**config.mk**
```make
export PLATFORM = sky130hd
export DESIGN_NAME = ctrl_pipe
export DESIGN_NICKNAME = d
export VERILOG_FILES = /design/src/rtl/ctrl_pipe.sv
export SDC_FILE = /design/constraint.sdc
export NUM_CORES = 1
export LEC_CHECK = 0
export CORE_UTILIZATION = 47
export DETAILED_ROUTE_END_ITERATION = 8
export GPL_ROUTABILITY_DRIVEN = 0
export PLACE_DENSITY = 0.8
export SKIP_CTS_REPAIR_TIMING = 1
export SLEW_MARGIN = 10
export SYNTH_ARGS = -nofsm -noshare
export SYNTH_HDL_FRONTEND = slang
export SYNTH_SLANG_ARGS = --single-unit
```
**constraint.sdc**
```tcl
create_clock -name clk -period 3.4 [get_ports clk]
set_input_delay 0.68 -clock clk [delete_from_list [all_inputs] [get_ports clk]]
set_output_delay 0.68 -clock clk [all_outputs]
set_load 0.005 [all_outputs]
```
**src/rtl/ctrl_pipe.sv**
```systemverilog
// RV32IM control unit: decodes the ID instruction into the ID/EX control word (one-cycle latency).
// stall is combinational and holds PC and IF/ID on a load-use hazard and while a MUL/DIV occupies EX.
module ctrl_pipe #(
    parameter bit MULDIV_EN   = 1'b1,
    parameter int MUL_LATENCY = 2,
    parameter int DIV_LATENCY = 8
) (
    input  logic        clk,
    input  logic        rst,
    input  logic        id_valid,
    input  logic [31:0] id_inst,
    input  logic        ex_flush,
    output logic        stall,
    output logic        md_busy,
    output logic        illegal,
    output logic        ex_valid,
    output logic        ex_regwrite,
    output logic        ex_memwrite,
    output logic        ex_memread,
    output logic        ex_alusrc,
    output logic        ex_md,
    output logic [4:0]  ex_aluop,
    output logic [2:0]  ex_npcop,
    output logic [1:0]  ex_wdsel,
    output logic [1:0]  ex_gprsel,
    output logic [2:0]  ex_dmtype,
    output logic [5:0]  ex_extop,
    output logic [2:0]  ex_mdop,
    output logic [4:0]  ex_rd,
    output logic [4:0]  ex_rs1,
    output logic [4:0]  ex_rs2
);

    localparam logic [6:0] OP_R     = 7'b0110011;
    localparam logic [6:0] OP_I     = 7'b0010011;
    localparam logic [6:0] OP_LOAD  = 7'b0000011;
    localparam logic [6:0] OP_STORE = 7'b0100011;
    localparam logic [6:0] OP_BR    = 7'b1100011;
    localparam logic [6:0] OP_LUI   = 7'b0110111;
    localparam logic [6:0] OP_AUIPC = 7'b0010111;
    localparam logic [6:0] OP_JAL   = 7'b1101111;
    localparam logic [6:0] OP_JALR  = 7'b1100111;

    localparam logic [6:0] F7_BASE = 7'b0000000;
    localparam logic [6:0] F7_ALT  = 7'b0100000;
    localparam logic [6:0] F7_MD   = 7'b0000001;

    localparam logic [4:0] ALU_LUI   = 5'b00001;
    localparam logic [4:0] ALU_AUIPC = 5'b00010;
    localparam logic [4:0] ALU_ADD   = 5'b00011;
    localparam logic [4:0] ALU_SUB   = 5'b00100;
    localparam logic [4:0] ALU_BNE   = 5'b00101;
    localparam logic [4:0] ALU_BLT   = 5'b00110;
    localparam logic [4:0] ALU_BGE   = 5'b00111;
    localparam logic [4:0] ALU_BLTU  = 5'b01000;
    localparam logic [4:0] ALU_BGEU  = 5'b01001;
    localparam logic [4:0] ALU_SLT   = 5'b01010;
    localparam logic [4:0] ALU_SLTU  = 5'b01011;
    localparam logic [4:0] ALU_XOR   = 5'b01100;
    localparam logic [4:0] ALU_OR    = 5'b01101;
    localparam logic [4:0] ALU_AND   = 5'b01110;
    localparam logic [4:0] ALU_SLL   = 5'b01111;
    localparam logic [4:0] ALU_SRL   = 5'b10000;
    localparam logic [4:0] ALU_SRA   = 5'b10001;

    localparam logic [2:0] NPC_BRANCH = 3'b001;
    localparam logic [2:0] NPC_JUMP   = 3'b010;
    localparam logic [2:0] NPC_JALR   = 3'b100;

    localparam logic [1:0] WD_MEM = 2'b01;
    localparam logic [1:0] WD_PC  = 2'b10;
    localparam logic [1:0] GPR_31 = 2'b10;

    localparam logic [2:0] DM_WORD  = 3'b000;
    localparam logic [2:0] DM_HALF  = 3'b001;
    localparam logic [2:0] DM_HALFU = 3'b010;
    localparam logic [2:0] DM_BYTE  = 3'b011;
    localparam logic [2:0] DM_BYTEU = 3'b100;

    localparam logic [3:0] MUL_CNT = 4'(MUL_LATENCY - 1);
    localparam logic [3:0] DIV_CNT = 4'(DIV_LATENCY - 1);

    typedef struct packed {
        logic       valid;
        logic       regwrite;
        logic       memwrite;
        logic       memread;
        logic       alusrc;
        logic       md;
        logic [4:0] aluop;
        logic [2:0] npcop;
        logic [1:0] wdsel;
        logic [1:0] gprsel;
        logic [2:0] dmtype;
        logic [5:0] extop;
        logic [2:0] mdop;
        logic [4:0] rd;
        logic [4:0] rs1;
        logic [4:0] rs2;
    } ctrl_t;

    logic [6:0] op;
    logic [6:0] f7;
    logic [2:0] f3;
    logic [4:0] rd;
    logic [4:0] rs1;
    logic [4:0] rs2;

    assign op  = id_inst[6:0];
    assign rd  = id_inst[11:7];
    assign f3  = id_inst[14:12];
    assign rs1 = id_inst[19:15];
    assign rs2 = id_inst[24:20];
    assign f7  = id_inst[31:25];

    ctrl_t      dec;
    ctrl_t      ex_q;
    logic       legal;
    logic       load_use;
    logic       md_hold;
    logic [3:0] md_cnt;

    // Register indices an instruction does not use are left at zero in the word.
    always_comb begin
        dec       = '0;
        dec.valid = 1'b1;
        dec.aluop = ALU_ADD;
        legal     = 1'b1;
        case (op)
            OP_R: begin
                dec.regwrite = 1'b1;
                dec.rd       = rd;
                dec.rs1      = rs1;
                dec.rs2      = rs2;
                if (f7 == F7_MD) begin
                    if (MULDIV_EN) begin
                        dec.md   = 1'b1;
                        dec.mdop = f3;
                    end else begin
                        legal = 1'b0;
                    end
                end else if (f7 == F7_BASE) begin
                    case (f3)
                        3'b000:  dec.aluop = ALU_ADD;
                        3'b001:  dec.aluop = ALU_SLL;
                        3'b010:  dec.aluop = ALU_SLT;
                        3'b011:  dec.aluop = ALU_SLTU;
                        3'b100:  dec.aluop = ALU_XOR;
                        3'b101:  dec.aluop = ALU_SRL;
                        3'b110:  dec.aluop = ALU_OR;
                        default: dec.aluop = ALU_AND;
                    endcase
                end else if (f7 == F7_ALT && f3 == 3'b000) begin
                    dec.aluop = ALU_SUB;
                end else if (f7 == F7_ALT && f3 == 3'b101) begin
                    dec.aluop = ALU_SRA;
                end else begin
                    legal = 1'b0;
                end
            end
            OP_I: begin
                dec.regwrite = 1'b1;
                dec.alusrc   = 1'b1;
                dec.rd       = rd;
                dec.rs1      = rs1;
                dec.extop    = 6'b010000;
                case (f3)
                    3'b000: dec.aluop = ALU_ADD;
                    3'b010: dec.aluop = ALU_SLT;
                    3'b011: dec.aluop = ALU_SLTU;
                    3'b100: dec.aluop = ALU_XOR;
                    3'b110: dec.aluop = ALU_OR;
                    3'b111: dec.aluop = ALU_AND;
                    3'b001: begin
                        dec.extop = 6'b100000;
                        dec.aluop = ALU_SLL;
                        legal     = (f7 == F7_BASE);
                    end
                    default: begin
                        dec.extop = 6'b100000;
                        dec.aluop = (f7 == F7_ALT) ? ALU_SRA : ALU_SRL;
                        legal     = (f7 == F7_BASE) || (f7 == F7_ALT);
                    end
                endcase
            end
            OP_LOAD: begin
                dec.regwrite = 1'b1;
                dec.memread  = 1'b1;
                dec.alusrc   = 1'b1;
                dec.wdsel    = WD_MEM;
                dec.extop    = 6'b010000;
                dec.rd       = rd;
                dec.rs1      = rs1;
                case (f3)
                    3'b000:  dec.dmtype = DM_BYTE;
                    3'b001:  dec.dmtype = DM_HALF;
                    3'b100:  dec.dmtype = DM_BYTEU;
                    3'b101:  dec.dmtype = DM_HALFU;
                    default: dec.dmtype = DM_WORD;
                endcase
            end
            OP_STORE: begin
                dec.memwrite = 1'b1;
                dec.alusrc   = 1'b1;
                dec.extop    = 6'b001000;
                dec.rs1      = rs1;
                dec.rs2      = rs2;
                case (f3)
                    3'b000:  dec.dmtype = DM_BYTE;
                    3'b001:  dec.dmtype = DM_HALF;
                    default: dec.dmtype = DM_WORD;
                endcase
            end
            OP_BR: begin
                dec.npcop = NPC_BRANCH;
                dec.extop = 6'b000100;
                dec.rs1   = rs1;
                dec.rs2   = rs2;
                case (f3)
                    3'b000:  dec.aluop = ALU_SUB;
                    3'b001:  dec.aluop = ALU_BNE;
                    3'b100:  dec.aluop = ALU_BLT;
                    3'b101:  dec.aluop = ALU_BGE;
                    3'b110:  dec.aluop = ALU_BLTU;
                    3'b111:  dec.aluop = ALU_BGEU;
                    default: dec.aluop = ALU_ADD;
                endcase
            end
            OP_LUI, OP_AUIPC: begin
                dec.regwrite = 1'b1;
                dec.alusrc   = 1'b1;
                dec.extop    = 6'b000010;
                dec.rd       = rd;
                dec.aluop    = (op == OP_LUI) ? ALU_LUI : ALU_AUIPC;
            end
            OP_JAL: begin
                dec.regwrite = 1'b1;
                dec.alusrc   = 1'b1;
                dec.npcop    = NPC_JUMP;
                dec.wdsel    = WD_PC;
                dec.gprsel   = GPR_31;
                dec.extop    = 6'b000001;
                dec.rd       = rd;
            end
            OP_JALR: begin
                dec.regwrite = 1'b1;
                dec.alusrc   = 1'b1;
                dec.npcop    = NPC_JALR;
                dec.wdsel    = WD_PC;
                dec.extop    = 6'b010000;
                dec.rd       = rd;
                dec.rs1      = rs1;
            end
            default: legal = 1'b0;
        endcase
    end

    // Unused sources are zero in dec and ex_rd is non-zero here, so they never match.
    assign load_use = ex_q.valid & ex_q.memread & (ex_q.rd != 5'd0) & id_valid & legal &
                      ((dec.rs1 == ex_q.rd) | (dec.rs2 == ex_q.rd));
    assign md_hold  = (md_cnt != 4'd0);
    assign md_busy  = md_hold;
    assign stall    = md_hold | (load_use & ~ex_flush);
    assign illegal  = id_valid & ~legal;

    always_ff @(posedge clk or posedge rst) begin
        if (rst) begin
            ex_q   <= '0;
            md_cnt <= 4'd0;
        end else if (md_hold) begin
            md_cnt <= md_cnt - 4'd1;
        end else if (ex_flush | load_use | ~id_valid | ~legal) begin
            ex_q <= '0;
        end else begin
            ex_q <= dec;
            if (dec.md) begin
                md_cnt <= f3[2] ? DIV_CNT : MUL_CNT;
            end
        end
    end

    assign ex_valid    = ex_q.valid;
    assign ex_regwrite = ex_q.regwrite;
    assign ex_memwrite = ex_q.memwrite;
    assign ex_memread  = ex_q.memread;
    assign ex_alusrc   = ex_q.alusrc;
    assign ex_md       = ex_q.md;
    assign ex_aluop    = ex_q.aluop;
    assign ex_npcop    = ex_q.npcop;
    assign ex_wdsel    = ex_q.wdsel;
    assign ex_gprsel   = ex_q.gprsel;
    assign ex_dmtype   = ex_q.dmtype;
    assign ex_extop    = ex_q.extop;
    assign ex_mdop     = ex_q.mdop;
    assign ex_rd       = ex_q.rd;
    assign ex_rs1      = ex_q.rs1;
    assign ex_rs2      = ex_q.rs2;

endmodule

```
==> results.ini, run 1 <==
[die]
die_width_um=78.0
floorplan.initialDensity_pct=48.9
num_rows=27
dieArea_um2=6080
pin_count=84
coreArea_um2=5540
die_y_um=78.0

[placement]
place_area_um2=3880
port_buffers=82
dp_hpwl_mm=5.77

[clocking]
cts-root-buf=clkbuf_8
max-clock-path-buffers=2
clk_pin_slew_worst_paths_ns=0.08
cts.sinks=46
worstSkewPairLatency_ns=0.30
cts_max_level=2
cts_tree=done
cts_buffers=5

[global_route]
grt_pass1_vias=2534
grt_pass1_wl_mm=12.5
grt_max_degree=49
antenna_found_initial=0
track_usage_pct=26.2
overflow=0

[routing]
drcViolationCount=0
vias=2821
firstDrtPassIters=5
drt_iter0_drc=181
ant_nets=0
finalWirelength_mm=7.95
wire_per_inst_um=16.4
avgViaCountPerCell=5.83

[synthesis]
syn_nets=329
ys_ff_latch=46
yosysSeqAreaShare_pct=42.5
synth.distinct_cells=66
synth_cells=292
ys.flop_type=dfrtp_1
async_reset_ff_share_pct=100
syn_avg_cell_area_um2=9.29
synth_edf_count=0
syn_area_um2=2710
yosys_warnings=0

[worst_setup_path]
cp-end-kind=primary output
arrival_ns=2.67
required_ns=2.72
crit_path_max_fanout=4
reg2reg_setup_slack_ns=0.74
worstSetupStartpointType=primary input
criticalPathCategory=in2out

[finish]
final_cell_area_um2=4100
multi_input_area_um2=1490
fill_cells=404
area.growth.synth_to_final_pct=51.3
insertedDiodeCount=0
drive_gt1_share_pct=21.1
layout.nets=449
register_area_um2=1150

[timing]
drv_slew=0
relSlewSlack_pct=53.7
fin_setup_tns_ns=0
hold_violations=0
finalSetupViolations=0
skew_ns=0.0131
fin_crit_ns=3.35
tightest_slew_ns=0.690
fmax_mhz=299
final.period_utilization_pct=98.4

[worst_hold_path]
worstHoldPathType=reg2reg

[power_and_ir_drop]
power.internal_uw=968
vdd_drop_max_mv=0.321
power_density_nw_per_um2=339
power.net_switching_uw=421
p_comb_share_pct=26.9
p_seq_share_pct=43.1
p_leak_uw=0.00175
swShare_pct=30.3
clkPwrFrac_pct=30.0

[outcome]
status=complete, no violations

[flow_run]
cap_violations=0

[cell type report]
type,count,share of cell area (%)
clock buffers,6,2.01
repair buffers,134,29.7
inverters,10,0.915
well taps,72,2.20
clock inverters,1,0.732
multi-input cells,215,36.4
flip-flops and latches,46,28.1
[power by group through the flow]
stage                     registers, uW  logic [uW]  clock network (uW)
after floorplan                     603         203                   0
after global placement              606         348                   0
after detailed placement            607         358                   0
after CTS                           598         365                 422
after global routing                602         409                 444
final                               599         374                 417
[critical path, cell delays in order]
cell and delay [ns]:
clkdlybuf4s50_1 0.48, a21bo_4 0.26, or3_4 0.33, o32ai_2 0.24, and3_4 0.21, nor2_1 0.06, o31ai_2 0.25, buf_2 0.16
[cells in the mapped netlist (all sizes together), types with 2 or more instances]
| cell | instances | area [um2] |
|---|---|---|
| nand3 | 6 | 30.0 |
| o21ai | 17 | 85.1 |
| o32ai | 4 | 35.0 |
| dfrtp | 46 | 1150 |
| a2111oi | 2 | 36.3 |
| nand2 | 45 | 169 |
| nor3 | 9 | 61.3 |
| nor2b | 2 | 12.5 |
| mux2i | 2 | 20.0 |
| or3 | 6 | 42.5 |
| nand3b | 2 | 18.8 |
| nor4 | 4 | 25.0 |
| or4 | 5 | 48.8 |
| and3 | 2 | 13.8 |
| a22o | 14 | 123 |
| nand2b | 4 | 25.0 |
| or2 | 2 | 12.5 |
| nor4bb | 4 | 40.0 |
| a211oi | 5 | 37.5 |
| a31oi | 5 | 31.3 |
| o41ai | 4 | 42.6 |
| nand4 | 4 | 25.0 |
| inv | 10 | 37.5 |
| nor2 | 19 | 71.3 |
| o31ai | 10 | 85.1 |
| buf | 9 | 68.8 |
| clkbuf | 10 | 40.0 |
| o21a | 2 | 15.0 |
| xnor2 | 6 | 52.6 |
| a21o | 3 | 22.5 |
| a21oi | 8 | 40.0 |
[metrics by stage]
step	utilization, %	instances	hold slack [ns]	total power (uW)	setup WS (ns)
floorplan	-	292	0.461	806	0.345
global route	74.0	484	0.504	1450	-0.0160
detailed placement	70.0	476	0.464	965	-0.399
global placement	70.0	476	0.450	954	-0.385
CTS	72.0	483	0.483	1380	-0.418
finish	74.0	484	0.478	1390	0.0538
[per-layer routing]
metal  vias up  GRT usage, %  wire length [um]
met5         -             0                 0
met4         0          8.33               146
met3        17          3.29               584
met2       142          42.7              3900
met1      1345          36.3              3320
li1       1317             -                 -
[worst paths after layout]
kind                             startpoint      endpoint  cells after the start
worst max-delay path             id_inst[6]         stall                      8
worst min-delay path            ex_extop[3]   ex_extop[3]                      2
worst max register to register     ex_rd[3]  ex_dmtype[2]                      8
worst min register to register  ex_extop[3]   ex_extop[3]                      2
max in group asynchronous               rst   ex_npcop[2]                      3
min in group asynchronous               rst    ex_mdop[2]                      2
[cell families (layout without fill, tap and decap cells)]
family          count (synthesis)  count (layout)  share of synthesized area [%]
simple gates                  118             118                           23.4
compound gates                 85              85                           24.0
flops                          46              46                           42.5
buf+inv                        31             151                           6.09
xor+xnor                        7               7                           2.26
mux                             3               3                           1.15
fa+ha+maj                       1               1                          0.461
other cells                     1               1                          0.138
[registers in the layout, indices dropped and copies added (netlist names)]
| name | cells |
|---|---|
| ex_extop | 6 |
| ex_aluop | 5 |
| ex_rd | 5 |
| ex_rs1 | 5 |
| ex_rs2 | 5 |
| md_cnt | 4 |
| ex_dmtype | 3 |
| ex_mdop | 3 |
| ex_npcop | 3 |
| ex_alusrc | 1 |
| ex_md | 1 |
| ex_memread | 1 |
| ex_memwrite | 1 |
| ex_regwrite | 1 |
| ex_valid | 1 |
| ex_wdsel | 1 |
[layout by cell type (no fill, tap or decap), types with 7 or more instances in the layout]
cell             count
o21ai_0             16
clkdlybuf4s50_1     79
buf_4               50
a22o_1              14
dfrtp_1             46
nand2_1             45
nor3_1               7
nor2_1              19
o31ai_1              7
inv_1                9
a21oi_1              8
Power figures use the tool's default switching activity.
==> inputs of run 2 (changes only) <==
RECOVER_POWER = 100   (was unset)
==> run 2 against run 1 <==
  * Worst hold slack worse by 0.0098 ns
  * Sequential power about the same
  * Setup slack improved by 0.00092 ns
==> results.ini, run 2 (synthesized netlist as in run 1, its figures left out) <==
[finish]
layout_commonest_cell=buf_4
register_area_um2=1150
drive_gt1_share_pct=20.6
insertedDiodeCount=0
layout.nets=449
final_cell_mix=47 x buf_4, 46 x dfrtp_1, 45 x nand2_1, 45 x dlygate4sd3_1, 34 x clkdlybuf4s50_1
largest_register_ffs=6
area.growth.synth_to_final_pct=50.9
multi_input_area_um2=1490
fill_cells=409
finish.utilization_pct=73.8

[worst_setup_path]
crit_path_top_delay_cell=clkdlybuf4s50_1
arrival_ns=2.67
critPathBufInv=2
worstSetupStartpointType=primary input
criticalPathCategory=in2out
cp-end-kind=primary output
path_cells=clkdlybuf4s50_1, a21bo_4, or3_4, o32ai_2, and3_4, nor2_1, o31ai_2, buf_2
crit_path_max_fanout=4
slowest_delay_ns=0.48
critPathTopFamily=compound AO/OA/AOI/OAI gates
required_ns=2.72

[clocking]
cts_tree=done
max-clock-path-buffers=2
clk_pin_slew_worst_paths_ns=0.08
worstSkewPairLatency_ns=0.30
cts.sinks=46
cts_buffers=5
cts-root-buf=clkbuf_8
cts_max_level=2

[timing]
tightest_slew_ns=1.46
fmax_mhz=299
fin_crit_ns=3.35
finalSetupViolations=0
hold_violations=0
relSlewSlack_pct=2.36
skew_ns=0.0119
drv_slew=0
final.period_utilization_pct=98.4

[power_and_ir_drop]
p_leak_uw=0.00189
clkPwrFrac_pct=30.0
finalPower_uw=1380
power.internal_uw=963
power_density_nw_per_um2=338
p_comb_share_pct=26.7
vdd_drop_max_mv=0.310
swShare_pct=30.4
p_seq_share_pct=43.3
power.net_switching_uw=420

[global_route]
grt_max_degree=49
track_usage_pct=26.2
antenna_found_initial=0
overflow=0
grt_pass1_wl_mm=12.5
grt_pass1_vias=2534

[die]
dieArea_um2=6080
die_width_um=78.0
die_y_um=78.0
num_rows=27
coreArea_um2=5540
floorplan.initialDensity_pct=48.9
pin_count=84

[routing]
wire_per_inst_um=16.5
avgViaCountPerCell=5.85
vias=2832
firstDrtPassIters=5
drcViolationCount=0
drt_iter0_drc=194
finalWirelength_mm=7.98
ant_nets=0

[outcome]
status=complete, no violations

[placement]
port_buffers=82
dp_hpwl_mm=5.77

[flow_run]
cap_violations=0

[worst_hold_path]
worstHoldPathType=reg2reg

==> run 2: cell types whose count changed in the layout (fill, tap and decap cells not counted) <==
cell,change
clkdlybuf4s50_1,-45
clkbuf_2,+1
dlygate4sd3_1,+45
clkbuf_1,+2
buf_4,-3
==> run 2: layout make-up <==
type	count	area share, %
tap	72	2.20
inverter	10	0.917
clock inverter	1	0.734
sequential	46	28.1
multi-input combinational	215	36.5
timing repair buffer	134	29.5
clock buffer	6	2.02
==> run 2: final timing paths <==
path / from / endpoint / slack (ns) / cells past startpoint
max in group asynchronous: rst / ex_extop[1] / 0.84 / 3
hold / removal: ex_memwrite / ex_memwrite / 0.47 / 2
setup / recovery: id_inst[6] / stall / 0.05 / 8
min in group asynchronous: rst / ex_mdop[2] / 0.84 / 2
hold reg to reg: ex_memwrite / ex_memwrite / 0.47 / 2
setup reg to reg: ex_rd[3] / ex_dmtype[2] / 0.74 / 8
==> run 2: tightest hold or removal path, cell delays in order (launching register included) <==
cell and delay (ns):
dfrtp_1 0.35, nand2_1 0.05, nand2_1 0.05
==> run 2: metrics by stage <==
| step | cells | TNS, ns | instance area (um2) | setup WS (ns) | hold slack (ns) |
|---|---|---|---|---|---|
| 6_report | 484 | 0 | 4090 | 0.0547 | 0.468 |
| 5_1_grt | 484 | -0.0280 | 4090 | -0.0160 | 0.498 |
| 4_1_cts | 483 | -0.780 | 3990 | -0.418 | 0.483 |
| 3_5_place_dp | 476 | -5.30 | 3880 | -0.399 | 0.464 |
| 3_3_place_gp | 476 | -3.66 | 3880 | -0.385 | 0.450 |
| 2_1_floorplan | 292 | 0 | 2710 | 0.345 | 0.461 |
==> run 2: routing by layer <==
metal  vias up  wire length [um]  track usage, %
li1       1321                 -               -
met1      1342              3370            36.3
met2       149              3880            42.7
met3        20               575            3.29
met4         0               157            8.33
met5         -                 0               0
==> run 2: power by group through the flow <==
stage          clock network (uW)  registers [uW]  logic, uW
5_1_grt                       444             602        403
3_5_place_dp                    0             607        358
6_report                      415             599        369
4_1_cts                       422             598        365
2_1_floorplan                   0             603        203
3_3_place_gp                    0             606        348
==> inputs of run 3 (changes only) <==
CORE_UTILIZATION = 42   (was 47)
PLACE_DENSITY = 0.76   (was 0.8)
TNS_END_PERCENT = 50   (was unset)
clock period = 2.9 ns   (was 3.4 ns; I/O delays follow)
==> run 3 against run 2 <==
  * Routed wire length is 1.3% higher
  * Non-clock buffer count is 11 higher
  * Flip-flop and latch count is the same
  * Die area is 12% higher
  * Largest cell class unchanged
  * Clock skew decreased by 0.0059 ns
  * Clock power up 13%
  * Count of clock-buffer cells in the layout grew 1
  * Sequential share of layout area is 0.96 points lower
  * Setup slack got worse by 0.042 ns
  * Combinational power increased by 19%
==> results.ini, run 3 (synthesized netlist as in run 1, its figures left out) <==
[routing]
wire_per_inst_um=16.2
ant_nets=0
drcViolationCount=0
firstDrtPassIters=5
vias=2794
avgViaCountPerCell=5.60
drt_iter0_drc=261
finalWirelength_mm=8.09

[timing]
fin_setup_tns_ns=0
tightest_slew_ns=0.931
fin_crit_ns=2.89
setup_ws_ns=0.0131
grt_setup_unrepaired=yes
finalSetupViolations=0
fmax_mhz=346
drv_slew=0
final.period_utilization_pct=99.5
relSlewSlack_pct=37.9
hold_violations=0
skew_ns=0.00601

[placement]
place_area_um2=3930
pre_cts_ws_ns=-0.682
dp_hpwl_mm=5.93
port_buffers=82

[clocking]
worstSkewPairLatency_ns=0.30
cts_max_level=2
cts.sinks=46
max-clock-path-buffers=2
cts_buffers=5
clk_pin_slew_worst_paths_ns=0.08
cts_tree=done
cts-root-buf=clkbuf_8

[worst_hold_path]
whs_path_depth=2
hold-path-endpoint=ex_mdop[1]
min_from=ex_mdop[1]
worstHoldPathType=reg2reg

[global_route]
met3_usage_pct=3.19
grt_pass1_wl_mm=12.1
grt_pass1_vias=2543
overflow=0
use_met2_pct=38.8
track_usage_pct=23.6
globalRouteMet1Util_pct=32.5
grt_max_degree=49
antenna_found_initial=0
busiest_layer=met2

[worst_setup_path]
reg2reg_setup_slack_ns=0.24
criticalPathCategory=in2out
r2r-end=ex_dmtype[2]
worstSetupStartpointType=primary input
arrival_ns=2.31
required_ns=2.32
r2r_start=ex_rd[1]
crit_path_max_fanout=3
worstRegToRegCells=8
cp-end-kind=primary output

[flow_run]
cap_violations=0

[power_and_ir_drop]
power_density_nw_per_um2=380
p_leak_uw=0.00210
vdd_drop_max_mv=0.378

[die]
num_rows=28
pin_count=84
floorplan.initialDensity_pct=44.7
die_width_um=82.3
die_y_um=82.3
coreArea_um2=6060
dieArea_um2=6780

[finish]
area.growth.synth_to_final_pct=56.2
drive_gt1_share_pct=23.1
final_cell_area_um2=4240
layout_commonest_cell=buf_4
layout.nets=460
largest_register_ffs=6
final_cell_mix=55 x buf_4, 46 x dfrtp_1, 45 x nand2_1, 45 x dlygate4sd3_1, 19 x nor2_1
insertedDiodeCount=0

[outcome]
status=complete, no violations

[run 3: cell types whose count changed in the layout (fill, tap and decap cells not counted), sizes merged]
cell	previous run	this run
buf	51	61
clkbuf	9	13
clkdlybuf4s50	34	15
clkinv	1	0
dlymetal6s2s	1	18
inv	9	10
[run 3: how the worst max path moves through the flow]
| stage | start | to | slack [ns] | cells past startpoint |
|---|---|---|---|---|
| after floorplan | id_inst[31] | ex_dmtype[1] | -0.01 | 7 |
| after global placement | id_inst[3] | stall | -0.69 | 8 |
| after detailed placement | id_inst[3] | stall | -0.68 | 8 |
| after CTS | id_inst[3] | stall | -0.72 | 8 |
| after global routing | id_inst[28] | ex_dmtype[2] | -0.05 | 10 |
| final | id_inst[28] | illegal | 0.01 | 9 |
[run 3: layer usage]
| layer | share of wire [%] | vias up |
|---|---|---|
| met5 | 0 | - |
| met4 | 1.4 | 0 |
| met3 | 6.1 | 13 |
| met2 | 50 | 98 |
| met1 | 43 | 1345 |
| li1 | - | 1338 |
[run 3: layout make-up]
cell class | instances | area, um2
multi-input cells | 215 | 1500
clock inverters | 1 | 30.0
well taps | 75 | 93.8
inverters | 10 | 37.5
clock buffers | 7 | 76.3
fillers | 443 | 1830
flip-flops and latches | 46 | 1150
repair buffers | 145 | 1340
[run 3: through the flow]
stage / utilization (%) / hold WS (ns) / power, uW / cells
2_1_floorplan: - / 0.461 / 945 / 292
3_3_place_gp: 64.8 / 0.449 / 1130 / 484
3_5_place_dp: 64.8 / 0.465 / 1140 / 484
4_1_cts: 66.5 / 0.484 / 1620 / 492
5_1_grt: 69.9 / 0.504 / 1690 / 499
6_report: 69.9 / 0.479 / 1610 / 499
[run 3: power by group]
| group | total (uW) | internal (uW) | switching [uW] |
|---|---|---|---|
| Clock | 470 | 258 | 212 |
| Combinational | 439 | 187 | 252 |
| Sequential | 699 | 674 | 24.5 |
[run 3: critical path, cell delays in order]
cell            delay, ns
buf_6                0.09
or4_4                0.57
buf_12               0.15
nor4_2               0.19
o21ai_1              0.08
and4_4               0.18
buf_6                0.11
and2_2               0.19
dlymetal6s2s_1       0.16
==> RTL change 1, RTL diff (flow settings as in run 3) <==
Set the parameter `MULDIV_EN` to 1'b0 (it was 1'b1).
--- a/src/rtl/ctrl_pipe.sv
+++ b/src/rtl/ctrl_pipe.sv
@@ -3,3 +3,3 @@
 module ctrl_pipe #(
-    parameter bit MULDIV_EN   = 1'b1,
+    parameter bit MULDIV_EN   = 1'b0,
     parameter int MUL_LATENCY = 2,
Check against the original RTL: not equivalent (a bounded check fails within 4 cycles, from zero or initial values and one cycle with rst high).
==> RTL change 1 against run 3 <==
  * Wire length rose by 4.0%
  * First-iteration DRC count fell by 0.77%
  * Non-clock buffer count fell by 6
  * Synthesized cell count increased by 10%
  * Sequential cell count is 4 lower
  * Fmax about the same
  * Final cell count grew 5.0%
  * Setup slack got worse by 0.0019 ns
  * Area after synthesis grew 3.1%
  * Cell area decreased by 1.1%
  * Highest routed layer unchanged
Power is not compared: it rests on default switching activity, and its combinational part moved more than twofold at a synthesized area within 25%.
==> RTL change 1: results (changes against run 3) <==
.. list-table::
   :header-rows: 1

   * - Metric
     - Value
   * - Result of the run
     - finished, final reports clean
   * - Net count, final
     - 488 (+6.1%)
   * - Worst-case setup slack after placement
     - -0.7550 ns (-0.07285 ns)
   * - DRT Wirelength
     - 8.414 mm (+4.0%)
   * - Total Routing Usage GR
     - 23.73% (+0.12 points)
   * - Reported max-cap violation count
     - 0 (unchanged)
   * - Number of fill cells
     - 532 (+20%)
   * - Critical-path maximum fanout
     - 3 (unchanged)
   * - Clock tree buffer depth
     - 2 (unchanged)
   * - Largest register FFs
     - 6 (unchanged)
   * - Number of search-and-repair iterations in the first detailed-routing pass
     - 4 (-1)
   * - IR drop worst, VDD
     - 231.1 uV
   * - Asr flop ratio synth
     - 100.0% (unchanged)
   * - Clock skew after layout
     - 0.007735 ns (+0.001721 ns)
   * - Number of antenna violations at the first check in global routing
     - 0 (unchanged)
   * - Largest cells by area after synthesis
     - dfrtp_1 (38%), nand2_1 (7.9%), o21ai_2 (6.3%)
   * - Number of buffers added by the clock tree synthesis step
     - 5 (unchanged)
   * - Critical path arrival
     - 2.31 ns (about the same)
   * - Maximum number of pins on one net before global-route repair
     - 43 (-12%)
   * - Top cells by instance count after synthesis
     - nand2_1 (59), dfrtp_1 (42), o21ai_2 (20)
   * - CP top delay family
     - simple AND/OR/NAND/NOR gates
   * - Clock slew at the register clock pins of the worst setup and hold paths
     - 0.08 ns (about the same)
   * - Ant diodes
     - 0 (unchanged)
   * - First-pass GRT wire length
     - 13.50 mm (+12%)
   * - Vias in the first global route
     - 2797 (+10%)
   * - Clock tree root buffer cell
     - clkbuf_8
   * - Final HPWL from detailed placement
     - 6.356 mm (+7.2%)
   * - Yosys warning total
     - 0 (unchanged)
   * - Buffers on Ports
     - 78 (-4.9%)
   * - Worst-Skew Late Latency
     - approximately 0.29 ns
   * - Number of distinct library cells after synthesis
     - 60 (-9.1%)
   * - Crit-path slowest cell
     - or4_4
   * - Routed vias
     - 2938 (+5.2%)
   * - Internal Dissipation
     - 1055 uW
   * - Share of final-layout standard cells stronger than drive strength 1
     - 24.16% (+1.0 points)
   * - Worst min-delay path class
     - reg -> reg
   * - CTS H-tree lvls
     - 2 (unchanged)
   * - Number of DRC markers in iteration 0
     - 259 (-0.77%)
   * - Measured slew at the worst slew-check pin
     - 1.026 ns (+0.09463 ns)
   * - Seq/Total Area, Yosys
     - 37.58% (-4.9 points)
   * - Static leakage power
     - 0.002003 uW
   * - Delay of the slowest cell on the worst path
     - 0.54 ns (-0.03 ns)
   * - Primary FF master, synth
     - dfrtp_1
[RTL change 1: cell count changes after synthesis, sizes merged, moves of 5 or more]
cell,run 3,this run
a22o,14,1
nand2,45,59
a21oi,8,16
nor2,19,14
nor3,9,3
o21ai,17,44
nand2b,4,10
o31ai,10,2
ha,1,6
[RTL change 1: kinds of logic after synthesis]
| logic type | count (synthesis) | synth area share, % |
|---|---|---|
| other | 1 | 0.1341 |
| buffers and inverters | 36 | 7.249 |
| muxes | 1 | 0.3580 |
| xor gates and xnor gates | 6 | 1.879 |
| DFF | 42 | 37.58 |
| and+or+nand+nor | 129 | 23.98 |
| AOI/OAI and AO/OA | 101 | 26.13 |
| adders and majority gates | 6 | 2.684 |
[RTL change 1: through the flow]
| stage | cells | instance area, um2 |
|---|---|---|
| 6_report | 524 | 4189 |
| 5_1_grt | 524 | 4189 |
| 4_1_cts | 521 | 4126 |
| 3_5_place_dp | 513 | 3984 |
| 3_3_place_gp | 513 | 3984 |
| 2_1_floorplan | 326 | 2811 |
[RTL change 1: area by class of cell]
type / count / area share, %
Tap cell: 77 / 2.300
Inverter: 10 / 0.8961
Clock buffer: 6 / 1.971
Clock inverter: 2 / 1.434
Sequential cell: 42 / 25.09
Timing Repair Buffer: 139 / 30.02
Multi-Input combinational cell: 248 / 38.29
[RTL change 1: path summary, 6_finish.rpt]
kind	from	endpoint	slack (ns)	cells past startpoint
worst max-delay path	id_inst[25]	stall	0.01	7
worst min-delay path	ex_rs2[0]	ex_rs2[0]	0.48	2
worst max register to register	md_cnt[0]	ex_wdsel[1]	0.25	8
worst min register to register	ex_rs2[0]	ex_rs2[0]	0.48	2
max in group asynchronous	rst	ex_dmtype[0]	1.22	3
min in group asynchronous	rst	ex_regwrite	1.05	3
[RTL change 1: power by group through the flow]
stage                     logic, uW  clock network, uW  registers [uW]
after floorplan                86.4                  0             598
after global placement          192                  0             598
after detailed placement        197                  0             598
after CTS                       198                576             586
after global routing            219                591             586
final                           204                565             586
[RTL change 1: layer usage]
layer / share of wire [%] / routed length [um] / vias up / track usage [%]
met5: 0 / 0 / - / 0
li1: - / - / 1391 / -
met2: 49 / 4137 / 115 / 40.21
met4: 2.5 / 214 / 0 / 8.937
met1: 43 / 3616 / 1408 / 31.05
met3: 5.3 / 446 / 24 / 2.770
[RTL change 1: worst min-delay path, delay by kind of cell, from the launching register on]
kind | cells | cell delay, ns
flip-flops | 1 | 0.34
AO/OA/AOI/OAI | 1 | 0.06
AND/OR/NAND/NOR | 1 | 0.04
==> RTL change 2, RTL diff (config.mk and constraints of run 3) <==
Made on the original files. Reset style: synchronous (`rst`), changed in one clocked block.
--- a/src/rtl/ctrl_pipe.sv
+++ b/src/rtl/ctrl_pipe.sv
@@ -265,3 +265,3 @@
 
-    always_ff @(posedge clk or posedge rst) begin
+    always_ff @(posedge clk) begin
         if (rst) begin
Behaviour: differs if rst is asserted again (counterexample within 4 cycles, from zero or initial values and one cycle with rst high); with rst held inactive, the same outputs for 10 cycles.
==> RTL change 2 against run 3 <==
  * The run now ends with negative setup slack left
  * Count of clock-buffer cells in the layout unchanged
  * Power rose by 8.8%
  * Setup slack got worse by 0.030 ns
  * Via count grew 5.0%
  * Cell area fell by 5.8%
  * Critical path depth decreased by 2
  * Sequential cell count is the same
  * Global-route usage up 2.0 points
  * First-iteration DRC count is 18% lower
  * Area after synthesis fell by 5.1%
  * Wire length shrank 1.4%
  * Sequential share of layout area fell by 4.1 points
  * Worst hold slack lost 0.028 ns
==> RTL change 2: results (changes against run 3) <==
.. list-table::
   :header-rows: 1

   * - Metric
     - Value
   * - Beginning of the critical path
     - id_inst[31]
   * - Vias in the first global route
     - 2762 (+8.6%)
   * - Global Route met2 Usage
     - 43.76% (+4.9 points)
   * - Critical Path End
     - stall
   * - IR drop worst, VDD
     - 437.0 uV (+16%)
   * - Seq/Total Area, Yosys
     - 35.80% (-6.7 points)
   * - Post-detailed-route via-to-cell ratio
     - 5.515 (-1.5%)
   * - Measured slew at the worst slew-check pin
     - 0.5650 ns (-0.3661 ns)
   * - Hold endpoint
     - ex_extop[2]
   * - Asr flop ratio synth
     - 0% (-100 points)
   * - Final worst-path setup slack
     - -0.01687 ns (-0.02994 ns)
   * - Delay of the slowest cell on the worst path
     - 0.52 ns (-0.05 ns)
   * - Final HPWL from detailed placement
     - 5.970 mm (+0.67%)
   * - Routing usage on met3
     - 3.977% (+0.79 points)
   * - Largest cells by area after synthesis
     - dfxtp_1 (36%), nand2_1 (11%), o31ai_1 (9.0%)
   * - DRT Wirelength
     - 7.976 mm (-1.4%)
   * - Total length of routed met2 wires
     - 3.935 mm (-1.8%)
   * - Worst-case setup slack after placement
     - -0.8081 ns (-0.1260 ns)
   * - Fraction of synthesized cell area in xor and xnor cells
     - 2.383% (+0.12 points)
   * - Number of distinct library cells after synthesis
     - 64 (-3.0%)
   * - Critical path arrival
     - 2.34 ns (+0.03 ns)
   * - Share of final-layout standard cells stronger than drive strength 1
     - 19.47% (-3.6 points)
   * - Finish-stage setup viols
     - 1 (+1)
   * - Maximum number of pins on one net before global-route repair
     - 41 (-16%)
   * - Met1 Wirelength
     - 3.484 mm (+0.37%)
   * - Internal Dissipation
     - 1156 uW (+3.3%)
   * - Result of the run
     - finished, violations left
   * - Compound-Gate Fraction of Synth Area
     - 26.17% (+2.1 points)
   * - Clock skew after layout
     - 0.008255 ns (+0.002241 ns)
   * - Primary FF master, synth
     - dfxtp_1
   * - Adder-Cell Fraction of Synth Area
     - 0.4864% (+0.025 points)
   * - Violated checks
     - negative setup slack
   * - Post-route worst hold slack
     - 0.4509 ns (-0.02841 ns)
   * - Worst R2R End
     - ex_mdop[1]
   * - Global-route met1 utilization
     - 32.50% (about the same)
   * - Net count, final
     - 493 (+7.2%)
   * - CP top delay family
     - compound AO/OA/AOI/OAI gates
   * - Net count after synthesis
     - 369 (+12%)
==> RTL change 2: cell types whose count changed after synthesis, moves of 7 or more <==
cell,delta
o21ai_0,-7
o21ai_1,+9
o31ai_1,+23
dfrtp_1,-46
nand2_1,+32
clkbuf_1,+8
dfxtp_1,+46
a22o_1,-14
nor2b_1,+8
==> RTL change 2: through the flow <==
stage	total power (uW)	cells	setup TNS, ns	cell area (um2)
after floorplan	1048	332	0	2572
after global placement	1322	523	-2.699	3837
after detailed placement	1351	523	-5.358	3837
after CTS	1766	531	-1.262	3933
after global routing	1862	532	-0.09611	3988
final	1750	532	-0.01687	3988
==> RTL change 2: area by class of cell <==
class | instances | area (um2)
sequential | 46 | 920.9
timing repair buffer | 143 | 1294
clock buffer | 7 | 86.33
fill | 509 | 1933
tap | 75 | 93.84
clock inverter | 1 | 8.758
multi-input combinational | 251 | 1550
inverter | 9 | 33.78
